### config.mk
export PLATFORM = sky130hd
export DESIGN_NAME = vend_fsm_param
export DESIGN_NICKNAME = d
export VERILOG_FILES = /design/src/rtl/vend_fsm_param.sv
export SDC_FILE = /design/constraint.sdc
export NUM_CORES = 1
export LEC_CHECK = 0
export ABC_AREA = 1
export CAP_MARGIN = 30
export CORE_ASPECT_RATIO = 0.75
export CORE_MARGIN = 5
export CORE_UTILIZATION = 46
export DETAILED_ROUTE_END_ITERATION = 6
export PLACE_DENSITY = 0.84
export SETUP_SLACK_MARGIN = 0.3
export SYNTH_ARGS = -nofsm -noshare
export SYNTH_HDL_FRONTEND = slang
export SYNTH_SLANG_ARGS = --single-unit
### constraint.sdc
create_clock -name clock -period 2 [get_ports clock]
set_clock_uncertainty 0.05 [all_clocks]
set_input_delay 0.3 -clock clock [delete_from_list [all_inputs] [get_ports clock]]
set_output_delay 0.3 -clock clock [all_outputs]
set_load 0.05 [all_outputs]
### src/rtl/vend_fsm_param.sv
// ----------------------------------------------------------------------------
// vend_fsm_param
// Parametrised vending controller. Credit is accumulated in nickel units from
// a validated coin stream. One product is vended when credit reaches PRICE,
// and any remainder (or a cancelled credit) is paid back one coin at a time
// over a valid/ack handshake. Illegal coin codes, coins that would overflow
// MAX_CREDIT and coins arriving while busy are bounced back via coin_reject.
//
// Ports
//   clock        in   system clock, rising edge
//   reset        in   asynchronous, active-high reset
//   coin_valid   in   one-cycle strobe, coin_type valid this cycle
//   coin_type    in   00 nickel, 01 dime, 10 quarter, 11 invalid
//   cancel       in   one-cycle refund request (honoured in COLLECT only)
//   chg_ack      in   change dispenser took the coin offered on chg_coin
//   vend         out  one-cycle product dispense pulse
//   coin_reject  out  one-cycle pulse, previous-cycle coin was returned
//   chg_valid    out  a change coin is offered on chg_coin
//   chg_coin     out  00 nickel, 01 dime
//   credit       out  current credit in nickel units
//   state        out  00 IDLE, 01 COLLECT, 10 VEND, 11 CHANGE
//
// state   | meaning
// --------+-------------------------------------------------------------
// IDLE    | no credit held, waiting for the first coin
// COLLECT | partial credit held, waiting for more coins or a cancel
// VEND    | single cycle, product dispensed, price deducted on exit
// CHANGE  | paying back credit greedily (dimes first) over valid/ack
// ----------------------------------------------------------------------------
module vend_fsm_param #(
    parameter int PRICE      = 5,
    parameter int MAX_CREDIT = 9,
    parameter int CREDIT_W   = 4
) (
    input  logic                clock,
    input  logic                reset,
    input  logic                coin_valid,
    input  logic [1:0]          coin_type,
    input  logic                cancel,
    input  logic                chg_ack,
    output logic                vend,
    output logic                coin_reject,
    output logic                chg_valid,
    output logic [1:0]          chg_coin,
    output logic [CREDIT_W-1:0] credit,
    output logic [1:0]          state
);

    localparam logic [1:0] S_IDLE    = 2'b00;
    localparam logic [1:0] S_COLLECT = 2'b01;
    localparam logic [1:0] S_VEND    = 2'b10;
    localparam logic [1:0] S_CHANGE  = 2'b11;

    localparam logic [1:0] COIN_NICKEL = 2'b00;
    localparam logic [1:0] COIN_DIME   = 2'b01;

    // Sum-side constants carry one extra bit so the overflow compare never wraps.
    localparam logic [CREDIT_W:0]   PRICE_X = (CREDIT_W+1)'(PRICE);
    localparam logic [CREDIT_W:0]   MAX_X   = (CREDIT_W+1)'(MAX_CREDIT);
    localparam logic [CREDIT_W-1:0] PRICE_N = CREDIT_W'(PRICE);
    localparam logic [CREDIT_W-1:0] ONE_N   = CREDIT_W'(1);
    localparam logic [CREDIT_W-1:0] TWO_N   = CREDIT_W'(2);
    localparam logic [CREDIT_W-1:0] ZERO_N  = '0;

    logic [1:0]          state_q, state_d;
    logic [CREDIT_W-1:0] credit_q, credit_d;
    logic                vend_q, vend_d;
    logic                reject_q, reject_d;
    logic                chg_valid_q, chg_valid_d;
    logic [1:0]          chg_coin_q, chg_coin_d;

    logic [CREDIT_W:0]   coin_val;
    logic [CREDIT_W:0]   sum;
    logic                coin_ok;
    logic [CREDIT_W-1:0] chg_dec;

    always_comb begin
        coin_val = '0;
        case (coin_type)
            2'b00:   coin_val = (CREDIT_W+1)'(1);
            2'b01:   coin_val = (CREDIT_W+1)'(2);
            2'b10:   coin_val = (CREDIT_W+1)'(5);
            default: coin_val = '0;
        endcase
    end

    assign sum     = {1'b0, credit_q} + coin_val;
    assign coin_ok = coin_valid && (coin_type != 2'b11) && (sum <= MAX_X);
    assign chg_dec = (chg_coin_q == COIN_DIME) ? TWO_N : ONE_N;

    always_comb begin
        state_d  = state_q;
        credit_d = credit_q;
        reject_d = 1'b0;
        case (state_q)
            S_IDLE, S_COLLECT: begin
                // Cancel beats a simultaneous coin; IDLE ignores cancel entirely.
                if (state_q == S_COLLECT && cancel) begin
                    reject_d = coin_valid;
                    state_d  = (credit_q == ZERO_N) ? S_IDLE : S_CHANGE;
                end else if (coin_valid) begin
                    if (coin_ok) begin
                        credit_d = sum[CREDIT_W-1:0];
                        state_d  = (sum >= PRICE_X) ? S_VEND : S_COLLECT;
                    end else begin
                        reject_d = 1'b1;
                    end
                end
            end
            S_VEND: begin
                reject_d = coin_valid;
                credit_d = credit_q - PRICE_N;
                state_d  = (credit_q == PRICE_N) ? S_IDLE : S_CHANGE;
            end
            S_CHANGE: begin
                reject_d = coin_valid;
                if (chg_valid_q && chg_ack) begin
                    credit_d = credit_q - chg_dec;
                    state_d  = (credit_q == chg_dec) ? S_IDLE : S_CHANGE;
                end
            end
            default: begin
                state_d = S_IDLE;
            end
        endcase
    end

    // Outputs are registered from the next-state values so they line up with state.
    always_comb begin
        vend_d      = (state_d == S_VEND);
        chg_valid_d = (state_d == S_CHANGE);
        chg_coin_d  = COIN_NICKEL;
        if (state_d == S_CHANGE && credit_d >= TWO_N) begin
            chg_coin_d = COIN_DIME;
        end
    end

    always_ff @(posedge clock or posedge reset) begin
        if (reset) begin
            state_q     <= S_IDLE;
            credit_q    <= '0;
            vend_q      <= 1'b0;
            reject_q    <= 1'b0;
            chg_valid_q <= 1'b0;
            chg_coin_q  <= COIN_NICKEL;
        end else begin
            state_q     <= state_d;
            credit_q    <= credit_d;
            vend_q      <= vend_d;
            reject_q    <= reject_d;
            chg_valid_q <= chg_valid_d;
            chg_coin_q  <= chg_coin_d;
        end
    end

    assign state       = state_q;
    assign credit      = credit_q;
    assign vend        = vend_q;
    assign coin_reject = reject_q;
    assign chg_valid   = chg_valid_q;
    assign chg_coin    = chg_coin_q;

endmodule

### Word-level counts from Yosys, hierarchy flattened

Index checks and enable logic that the tools add are counted.

* mux-type cells: 21
* equal/unequal tests: 11
* order comparisons: 3
* add/subtract/negate cells: 3
* reductions and logical operators: 10

Operators with widths (number)
* 2-to-1 mux 2 bit: 9
* 2-to-1 mux 4 bit: 4
* case mux 4 bit (3 select lines): 1
* equality test 2 bit, second input constant: 5
* case mux 3 bit (3 select lines): 1
* equality test 2 x 1 -> 1 bit, second input constant: 3
* case mux 2 bit (3 select lines): 1
* adder 4 x 5 -> 5 bit: 1
* greater-or-equal comparator 5 x 3 -> 1 bit, second input constant: 1
* less-or-equal comparator 5 x 4 -> 1 bit, second input constant: 1
* logical AND 1 bit: 5
* equality test 4 x 2 -> 1 bit: 1
* equality test 4 x 3 -> 1 bit, second input constant: 1
* greater-or-equal comparator 4 x 2 -> 1 bit, second input constant: 1
* zero test 2 bit: 2
* zero test 4 bit: 1
* 2-to-1 mux 1 bit: 4
* OR reduction 2 bit: 2
* subtractor 4 x 2 -> 4 bit: 1
* subtractor 4 x 3 -> 4 bit, second input constant: 1
* != test 2 bit, second input constant: 1
* case mux 1 bit (2 select lines): 1

* flip-flop bits (word level): 11

### Depth between registers and ports, before layout

Gate-level depths: netlist (run 1).

* word-level depth: 12
* gate-level depth with buffers: 16

### Worst setup path after synthesis (run 1)

OpenSTA, ideal clock, no wires.

* path type: register to register
* start point: register credit_q[0] (netlist: credit[0])
* end point: register chg_coin_q[0] (netlist: chg_coin[0])
* buffers on the path: 0
* stages on the path, launching flop included: 14
* arrival time: 2.214 ns
* setup time: 0.116 ns
* path slack: -0.380 ns
* cells stage by stage: dfrtp_1 -> ha_1 -> inv_1 -> fa_1 -> inv_1 -> nand2_2 -> a21oi_2 -> nor2_4 -> nand3_2 -> nand2_1 -> a21oi_2 -> nand2_1 -> nor2_1 -> nor2_1

* word-level cells in the longest chain between the ends: 10

RTL lines
* from (decl): RTL line 66 `logic [CREDIT_W-1:0] credit_q, credit_d;`
* from (signal assigned): RTL line 148 `credit_q <= credit_d;`
* adder 4 x 5 -> 5 bit: RTL line 87 `assign sum = {1'b0, credit_q} + coin_val;`
* less-or-equal comparator 5 x 4 -> 1 bit / greater-or-equal comparator 5 x 3 -> 1 bit (equally long branches): RTL line 88, 104
* logical AND 1 bit / 2-to-1 mux 2 bit (equally long branches): RTL line 88, 104
* 2-to-1 mux 4 bit / 2-to-1 mux 2 bit (equally long branches): RTL line 102 `if (coin_ok) begin`
* 2-to-1 mux 4 bit / 2-to-1 mux 2 bit (equally long branches): RTL line 101 `end else if (coin_valid) begin`
* 2-to-1 mux 4 bit / 2-to-1 mux 2 bit (equally long branches): RTL line 98 `if (state_q == S_COLLECT && cancel) begin`
* case mux 4 bit (3 select lines) / case mux 2 bit (3 select lines) (equally long branches): RTL line 95 `case (state_q)`
* greater-or-equal comparator 4 x 2 -> 1 bit / equality test 2 bit (equally long branches): RTL line 133 `if (state_d == S_CHANGE && credit_d >= TWO_N) begin`
* logical AND 1 bit *: RTL line 133
* 2-to-1 mux 1 bit *: RTL line 133
* net chg_coin_d[0]: RTL line 70 `logic [1:0] chg_coin_q, chg_coin_d;`
* to (signal assigned): RTL line 152 `chg_coin_q <= chg_coin_d;`
* to (decl): RTL line 70

The timed path passes the listed nets; every way through them passes the cells marked *.

### Worst setup path in the final report (run 1)

Ends and elaborated chain as after synthesis.

==> results of run 1 <==
-- logic make-up after synthesis --
family / share of synthesized area [%]
flip-flops: 25.5
AO/OA/AOI/OAI: 12.0
adder cells (fa/ha/maj): 13.0
other: 0.382
AND/OR/NAND/NOR: 37.6
buffers and inverters: 11.6
-- critical path, stage by stage, from the launching register on --
cell and delay, ps:
dfrtp_2 440, ha_4 170, inv_2 50, fa_2 470, nand2_2 100, nand3_4 120, nand3_4 110, nand2_2 70
a21oi_2 150, nand2_1 70, nor2_1 120, nor2_1 50
-- routing by layer --
metal  part of all wire, %  GRT usage [%]  up-vias
met5                     0              0        -
met4                   2.6           4.15        0
met3                   8.0           3.41        8
met2                    49           31.8       51
met1                    40           22.0      485
li1                      -              -      517
-- Yosys cell counts --
| cell | instances | area, µm² |
|---|---|---|
| nand2_2 | 6 | 37.5 |
| o21ai_2 | 1 | 8.76 |
| clkinv_2 | 1 | 5.00 |
| nand2_1 | 27 | 101 |
| nor3_1 | 1 | 5.00 |
| nor2_1 | 13 | 48.8 |
| a31oi_1 | 1 | 6.26 |
| nand3_2 | 5 | 50.1 |
| inv_1 | 21 | 78.8 |
| or2_0 | 1 | 6.26 |
| fa_1 | 2 | 40.0 |
| nand3_4 | 1 | 17.5 |
| nand4_1 | 3 | 18.8 |
| nand3_1 | 7 | 35.0 |
| inv_2 | 5 | 18.8 |
| o21ai_0 | 7 | 35.0 |
| nand4_2 | 1 | 12.5 |
| nor2_2 | 2 | 12.5 |
| o211ai_1 | 1 | 7.51 |
| o221ai_1 | 1 | 8.76 |
| a21oi_1 | 5 | 25.0 |
| buf_4 | 1 | 7.51 |
| or2_1 | 2 | 12.5 |
| a21oi_2 | 3 | 26.3 |
| nor2_4 | 1 | 11.3 |
| dfrtp_1 | 10 | 250 |
| ha_1 | 7 | 87.6 |
| conb_1 | 1 | 3.75 |
| clkinv_1 | 1 | 3.75 |
-- worst paths after layout --
check                      slack, ps          from  cells after the start          end
hold / removal                   250         reset                      2    credit[3]
hold reg to reg                  680     credit[0]                      2    credit[0]
min in group clock               530  coin_type[0]                      5    credit[0]
setup / recovery                 -70     credit[0]                     11  chg_coin[0]
max in group asynchronous       1360         reset                      2    credit[2]
setup reg to reg                 -70     credit[0]                     11  chg_coin[0]
-- area by class of cell --
type / instances / area [µm²]
Multi-Input combinational cell: 99 / 724
Fill cell: 146 / 561
Timing Repair Buffer: 36 / 302
Sequential cell: 10 / 254
Inverter: 28 / 108
Clock buffer: 4 / 36.3
Tap cell: 24 / 30.0
-- through the flow --
step                area (µm²)  worst slack, ps  hold WS [ps]  setup TNS (ps)
detailed placement        1280             -666           538           -5360
finish                    1450            -72.7           252            -184
floorplan                 1010             -113          90.0            -295
global placement          1280             -534           534           -4090
global route              1450             -212           293            -795
CTS                       1360            -70.4           254            -135
-- registers in the layout, summed over array words and instances (netlist names) --
name and count:
credit 4, coin_reject 1, chg_valid 1, state 2, chg_coin 1, vend 1
-- timing repair --
item                                    CTS  global route
buffers inserted                          4             4
pin swaps                                 9            11
gates resized for setup                  21            23
endpoints found under the setup margin   17            12
hold endpoints to repair                  0             0
==> results.md, run 1 <==
* Die extent in y at 50.0 µm
* Setup WS post-layout at -72.7 ps
* Final nets at 194
* WP data arrival at between 2000 and 2500 ps
* Commonest non-fill, non-tap cell in the layout: nand2_1
* Final period util at 104%
* Register bit total from synthesis at 10
* CTS tree: built
* Worst-Skew Late Latency at 260 ps
* Pins Over Slew Limit at 0
* Syn_nets at 154
* Ports at 18
* CTS max path bufs at 2
* DRC violations left at 0
* Cell Area, Synth at roughly 1000 µm²
* Layout Cells excl Fill at about 200
* Final WL at 2890 µm
* Core Footprint at 2010 µm²
* Synth Warn # at 0
* WS Path Type: reg2reg
* Worst Path Required at 2110 ps
* Sequential-to-total area share from yosys stat at approximately a quarter
* Max cap viols at 0
* Via density at 5.28
* Vias in the first global route at slightly above 1000
* Reg clk slew, reported paths at ~70 ps
* Final Critical Period at 2070 ps
* Largest net degree at the start of global routing at 11
* HP Class: in2async
* CP Max Fanout at 6
* Critical path startpoint category: register
* Share of cells above drive strength 1 at 45.8%
* First-pass GRT wire length at 4550 µm
* Area of the die at 3170 µm²
* # diodes at 0
* Root Buffer: clkbuf_4
* Initial Utilization at 48.8%
* Layout Utilization at a little over 70%
* Initial DRC count at 80
* Failing checks: negative setup slack
* CTS Hold Buffers Added at 0
* Via count at 1061
* Inst Count DP at 189
* Die W at between 60 and 70 µm
* Worst Setup End Kind: register
* Overflow after GRT at 0
* Antenna viol nets, final at 0
* 1st-pass router iterations at 4
* Cells after Synth at 138
* RSZ-0062 raised after global routing: yes
* Rows at 14
* H-tree depth at 1
* Initial antenna violation count at 0
* Avg WL per Cell at 14.4 µm
* Total CTS buffers at 3
* Netlist cell types at 29
* Commonest non-fill, non-tap cells in the layout: 22 x nand2_1, 20 x buf_4, 13 x inv_2, 13 x inv_1, 10 x nor2_1
* Fin. Hold Viols at 0
* Gpl congestion at 0.914
* DP HPWL at roughly 2300 µm
* Status: finished, violations left
* Buffers on Ports at 16
* Area added between synthesis and finish at 48.0%
* Mean Syn Cell Area at 7.12 µm²
* Clk sinks at 10
* Highest clock rate at 0.482 GHz
* Final Setup Violations at 5
* GRT Total Usage at ~18%
Power of run 1 is not shown: default switching activity piles up to over one toggle a cycle in this logic, so the estimate is an artifact.
==> inputs of run 2 (changes only) <==
CORE_ASPECT_RATIO = not set   (was 0.75)
CORE_UTILIZATION = 55   (was 46)
PLACE_DENSITY = 0.93   (was 0.84)
clock period = 2.4 ns   (was 2 ns; I/O delays follow)
==> run 2 against run 1 <==
Net effect:
- the run now ends clean
- global-route usage grew 5.1 points
- sequential cell count is the same
- register-to-register slack improved by 330 ps
- die area fell by 14%
- core utilization increased by 6.4 points
- cell count down 6.0%
- critical path depth down 1
- wire length fell by 5.7%
==> results.md, run 2 (same netlist as run 1, synthesis figures left out) <==
* Final period util at 89.2% (-14 points)
* Worst Path Required at 2510 ps (+400 ps)
* CTS tree: built
* Status: completed
* Area of the die at 2730 µm² (-14%)
* CP top delay family: adder cells
* Highest clock rate at 0.467 GHz (-3.2%)
* Slew margin rel. at 65.8%
* Final WL at 2720 µm (-5.7%)
* Final Setup Violations at 0 (-5)
* Critical path, cell by cell: inv_2, ha_1, inv_1, fa_1, nor3_1, o21ai_1, a21oi_4, nand2_1, nor2_1, nor2_1
* CTS Hold Buffers Added at 0 (unchanged)
* Layout Cells excl Fill at 189 (-6.0%)
* Largest net degree at the start of global routing at 11 (unchanged)
* DRC violations left at 0 (unchanged)
* Initial antenna violation count at 0 (unchanged)
* Buffers on Ports at 16 (unchanged)
* Ports at 18 (unchanged)
* CP bufs+invs at 2 (+1)
* CTS max path bufs at 2 (unchanged)
* # diodes at 0 (unchanged)
* Via count at 1032 (-2.7%)
* Total Neg Setup Slack at 0 ps (+184 ps)
* Area added between synthesis and finish at 36.6%
* Worst-Skew Late Latency at 270 ps (about the same)
* GRT Total Usage at 22.9% (+5.1 points)
* Final nets at 181 (-6.7%)
* Commonest non-fill, non-tap cell in the layout: nand2_1
* CP max stage delay at 450 ps (-20 ps)
* Antenna viol nets, final at 0 (unchanged)
* H-tree depth at 1 (unchanged)
* Via density at 5.46 (+3.4%)
* Vias in the first global route at 1109 (+7.1%)
* Rows at 15 (+1)
* Initial DRC count at 20 (-75%)
* Root Buffer: clkbuf_4
* Gpl congestion at 0.891 (-2.5%)
* Pins Over Slew Limit at 0 (unchanged)
* Final Critical Period at 2140 ps (+67.6 ps)
* Die W at 52.3 µm (-18%)
* Die extent in y at 52.3 µm (+4.5%)
* Share of cells above drive strength 1 at 32.9% (-13 points)
* Critical path startpoint category: register
* HP Class: in2async
* Inst Count DP at 182 (-3.7%)
* Worst Setup End Kind: register
* WS Path Type: reg2reg
* Max cap viols at 0 (unchanged)
* Number of flip-flops in the largest register at 4 (unchanged)
* CP dominant cell by count: nor2_1
* Core Footprint at 1710 µm² (-15%)
* Clk sinks at 10 (unchanged)
* Commonest non-fill, non-tap cells in the layout: 24 x nand2_1, 13 x inv_2, 13 x inv_1, 13 x clkdlybuf4s50_1, 12 x nor2_1
* RSZ-0062 raised after global routing: yes
* 1st-pass router iterations at 4 (unchanged)
* Reg clk slew, reported paths at 60 ps (about the same)
* First-pass GRT wire length at 4660 µm (+2.4%)
* Avg WL per Cell at 14.4 µm (+0.31%)
* Slowest-stage cell, CP: dfrtp_2
* Worst slew pin tran at 512 ps
* DP HPWL at 2120 µm (-7.2%)
* Overflow after GRT at 0 (unchanged)
* Total CTS buffers at 3 (unchanged)
* Fin. Hold Viols at 0 (unchanged)
* CP Max Fanout at 4 (-2)
* Initial Utilization at 57.5% (+8.8 points)
* WP data arrival at 2250 ps (+70 ps)
run 2: cell types whose count changed in the layout (fill, tap and decap cells not counted), sizes merged:
cell,previous run,this run
buf,23,7
clkdlybuf4s50,4,13
dlygate4sd2,6,1
clkbuf,5,4
clkdlybuf4s15,2,1
clkinv,1,2
dlymetal6s2s,0,1
inv,27,26
run 2: what timing repair did:
action                     4_1_cts  5_1_grt
cloned                           0        0
resized for setup                6       19
buffers inserted                 2        1
pin swaps                        7       14
setup endpoints to repair        9        8
run 2: worst reg2reg max path, cell delays in order (launching register included):
cell and delay (ps):
dfrtp_2 450, inv_2 110, ha_1 200, inv_1 70, fa_1 400, nor3_1 210, o21ai_1 160, a21oi_4 170
nand2_1 70, nor2_1 100, nor2_1 60
run 2: worst paths after layout:
path                             from     endpoint  slack (ps)  cells after the start
max                         credit[0]  chg_coin[0]         260                     10
min                             reset     state[1]         310                      2
max reg2reg                 credit[0]  chg_coin[0]         260                     10
min reg2reg                 credit[0]    credit[0]         700                      3
max in group asynchronous       reset    credit[1]        1710                      2
min in group clock         coin_valid  coin_reject         680                      3
run 2: cell type report:
class,instances,area [µm²]
Clock buffer,4,36.3
Sequential cell,10,253
Inverter,28,106
Timing Repair Buffer,23,214
Fill cell,120,367
Multi-Input combinational cell,99,701
Tap cell,25,31.3
run 2: metrics by stage:
step | cell area (µm²) | util, % | hold slack, ps | worst slack, ps
2_1_floorplan | 1010 | - | 150 | 286
6_report | 1340 | 78.5 | 309 | 260
5_1_grt | 1340 | 78.5 | 336 | 153
4_1_cts | 1270 | 74.5 | 314 | 301
3_3_place_gp | 1220 | 71.5 | 575 | -195
3_5_place_dp | 1220 | 71.5 | 596 | -263
run 2: per-layer routing:
layer	vias to the layer above	track usage [%]	wire (µm)
met5	-	0	0
met4	0	14.0	114
met3	12	2.56	124
met2	42	42.9	1450
met1	489	24.0	1030
li1	489	-	-
Power of run 2 is left out for the same reason.
==> inputs of run 3 (changes only) <==
CORE_UTILIZATION = 58   (was 55)
CTS_BUF_LIST = sky130_fd_sc_hd__clkbuf_2 sky130_fd_sc_hd__clkbuf_4 sky130_fd_sc_hd__clkbuf_8   (was not set)
PLACE_DENSITY = 0.95   (was 0.93)
==> run 3 against run 2 <==
Net effect:
- clock-buffer cell count unchanged
- global-route usage decreased by 0.82 points
- critical path depth up 3
- maximum frequency rose by 0.20%
- critical endpoint unchanged
- wire length up 7.3%
- sequential cell count is the same
- largest cell class unchanged
- hold slack improved by 6.9 ps
- highest routed layer unchanged
==> results.md, run 3 (same netlist as run 1, synthesis figures left out) <==
* Status: completed
* Max cap viols at 0 (unchanged)
* Pre-CTS setup slack at -287 ps (-24.3 ps)
* FF/Latch Area at 253 µm² (unchanged)
* Critical path, cell by cell: ha_4, inv_2, fa_2, inv_2, nand2_4, a21oi_4, nor2_4, nand3_2, nand2_2, a21oi_2, nand2_1, nor2_1, nor2_1
* DP HPWL at 1970 µm (-7.1%)
* Reg2reg path depth at 13 (+3)
* Slew margin rel. at 65.6% (-0.28 points)
* CTS Hold Buffers Added at 0 (unchanged)
* Largest net degree at the start of global routing at 11 (unchanged)
* Initial antenna violation count at 0 (unchanged)
* WS Path Type: reg2reg
* Gpl congestion at 0.861 (-3.4%)
* Die W at 51.2 µm (-2.1%)
* Dpl cell area at 1210 µm² (-0.92%)
* Critical path startpoint category: register
* Worst slew pin tran at 515 ps (+3.49 ps)
* Fin. Hold Viols at 0 (unchanged)
* Vias in the first global route at 981 (-12%)
* Final nets at 186 (+2.8%)
* Reg clk slew, reported paths at 60 ps (about the same)
* Highest clock rate at 0.468 GHz (+0.20%)
* CP max stage delay at 420 ps (-30 ps)
* Core Footprint at 1560 µm² (-8.7%)
* Multi-input gate area at 684 µm² (-2.3%)
* CTS max path bufs at 2 (unchanged)
* Critical path depth at 13 (+3)
* Avg WL per Cell at 15.8 µm (+9.6%)
* Total CTS buffers at 3 (unchanged)
* Initial Utilization at 63.0% (+5.5 points)
* # diodes at 0 (unchanged)
* WP data arrival at 2240 ps (about the same)
* Via density at 5.66 (+3.7%)
* Area of the die at 2620 µm² (-4.2%)
* Design area at 1350 µm² (+0.56%)
* DRC violations left at 0 (unchanged)
* GRT Total Usage at 22.1% (-0.82 points)
* CP Max Fanout at 6 (+2)
* Worst reg2reg endpoint: chg_coin[0]
* Root Buffer: clkbuf_4
* Die extent in y at 51.2 µm (-2.1%)
* CP Capture Point: chg_coin[0]
* CP bufs+invs at 2 (unchanged)
* Pins Over Slew Limit at 0 (unchanged)
* Final WL at 2920 µm (+7.3%)
* CP top delay family: simple AND/OR/NAND/NOR gates
* Share of cells above drive strength 1 at 35.5% (+2.6 points)
* Worst Path Required at 2510 ps (about the same)
* Slowest-stage cell, CP: dfrtp_2
* CTS tree: built
* Final period util at 89.0% (-0.18 points)
* Filler cells at 89 (-26%)
* Via count at 1048 (+1.6%)
* R2R setup slack at 260 ps (about the same)
* Rows at 14 (-1)
* Antenna viol nets, final at 0 (unchanged)
* Worst Setup End Kind: register
* HP Class: in2async
* Setup crit start: credit[0]
* Clk sinks at 10 (unchanged)
* DR WL met3 at 212 µm (+71%)
* Setup WS post-layout at 264 ps (+4.29 ps)
* Final Critical Period at 2140 ps (-4.29 ps)
* Final Setup Violations at 0 (unchanged)
* Area added between synthesis and finish at 37.3%
* Number of flip-flops in the largest register at 4 (unchanged)
* FF-to-FF Start: credit[0]
* Overflow after GRT at 0 (unchanged)
* Initial DRC count at 50 (+150%)
* Met1 wire length at 1110 µm (+7.2%)
* Worst-Skew Late Latency at 260 ps (about the same)
* Highest metal used: met4
* Commonest non-fill, non-tap cells in the layout: 26 x nand2_1, 14 x inv_1, 14 x clkdlybuf4s50_1
* 1st-pass router iterations at 4 (unchanged)
* Metal2 WL at 1500 µm (+3.1%)
* Buffers on Ports at 16 (unchanged)
* Total Neg Setup Slack at 0 ps (unchanged)
* First-pass GRT wire length at 4310 µm (-7.4%)
* Ports at 18 (unchanged)
* H-tree depth at 1 (unchanged)
* Commonest non-fill, non-tap cell in the layout: nand2_1
* RSZ-0062 raised after global routing: yes
[run 3: cell count changes in the layout (fill, tap and decap cells not counted), sizes merged]
cell           change
buf                +5
clkdlybuf4s50      +1
dlymetal6s2s       -1
[run 3: routing by layer]
metal | track usage (%) | up-vias
li1 | - | 502
met1 | 24.9 | 475
met2 | 42.1 | 58
met3 | 2.62 | 13
met4 | 8.07 | 0
met5 | 0 | -
[run 3: timing repair]
item	CTS	global route
pin swaps	11	9
setup endpoints to repair	10	5
resized for setup	11	8
buffers inserted	5	3
[run 3: through the flow]
step / instances / utilization, % / hold slack, ps
after global placement: 173 / 77.6 / 591
after global routing: 185 / 86.5 / 359
final: 185 / 86.5 / 316
after detailed placement: 173 / 77.6 / 595
after CTS: 182 / 83.9 / 327
after floorplan: 138 / - / 150
[run 3: worst reg2reg max path, stage by stage, from the launching register on]
cell	delay (ps)
dfrtp_2	420
ha_4	160
inv_2	30
fa_2	350
inv_2	80
nand2_4	60
a21oi_4	180
nor2_4	80
nand3_2	110
nand2_2	70
a21oi_2	190
nand2_1	100
nor2_1	100
nor2_1	50
[run 3: worst min-delay path by stage]
| stage | endpoint | from | cells after the start | slack, ps |
|---|---|---|---|---|
| after floorplan | chg_coin[0] | reset | 1 | 150 |
| after global placement | vend | reset | 2 | 590 |
| after detailed placement | credit[0] | credit[0] | 1 | 600 |
| after CTS | vend | reset | 2 | 330 |
| after global routing | vend | reset | 2 | 360 |
| final | state[0] | reset | 2 | 320 |
[run 3: final cells by class]
class	count	area share, %
clock buffers	4	2.69
inverters	28	7.88
multi-input cells	99	50.7
flip-flops and latches	10	18.7
well taps	16	1.48
repair buffers	28	18.5
Power of run 3 is left out for the same reason.
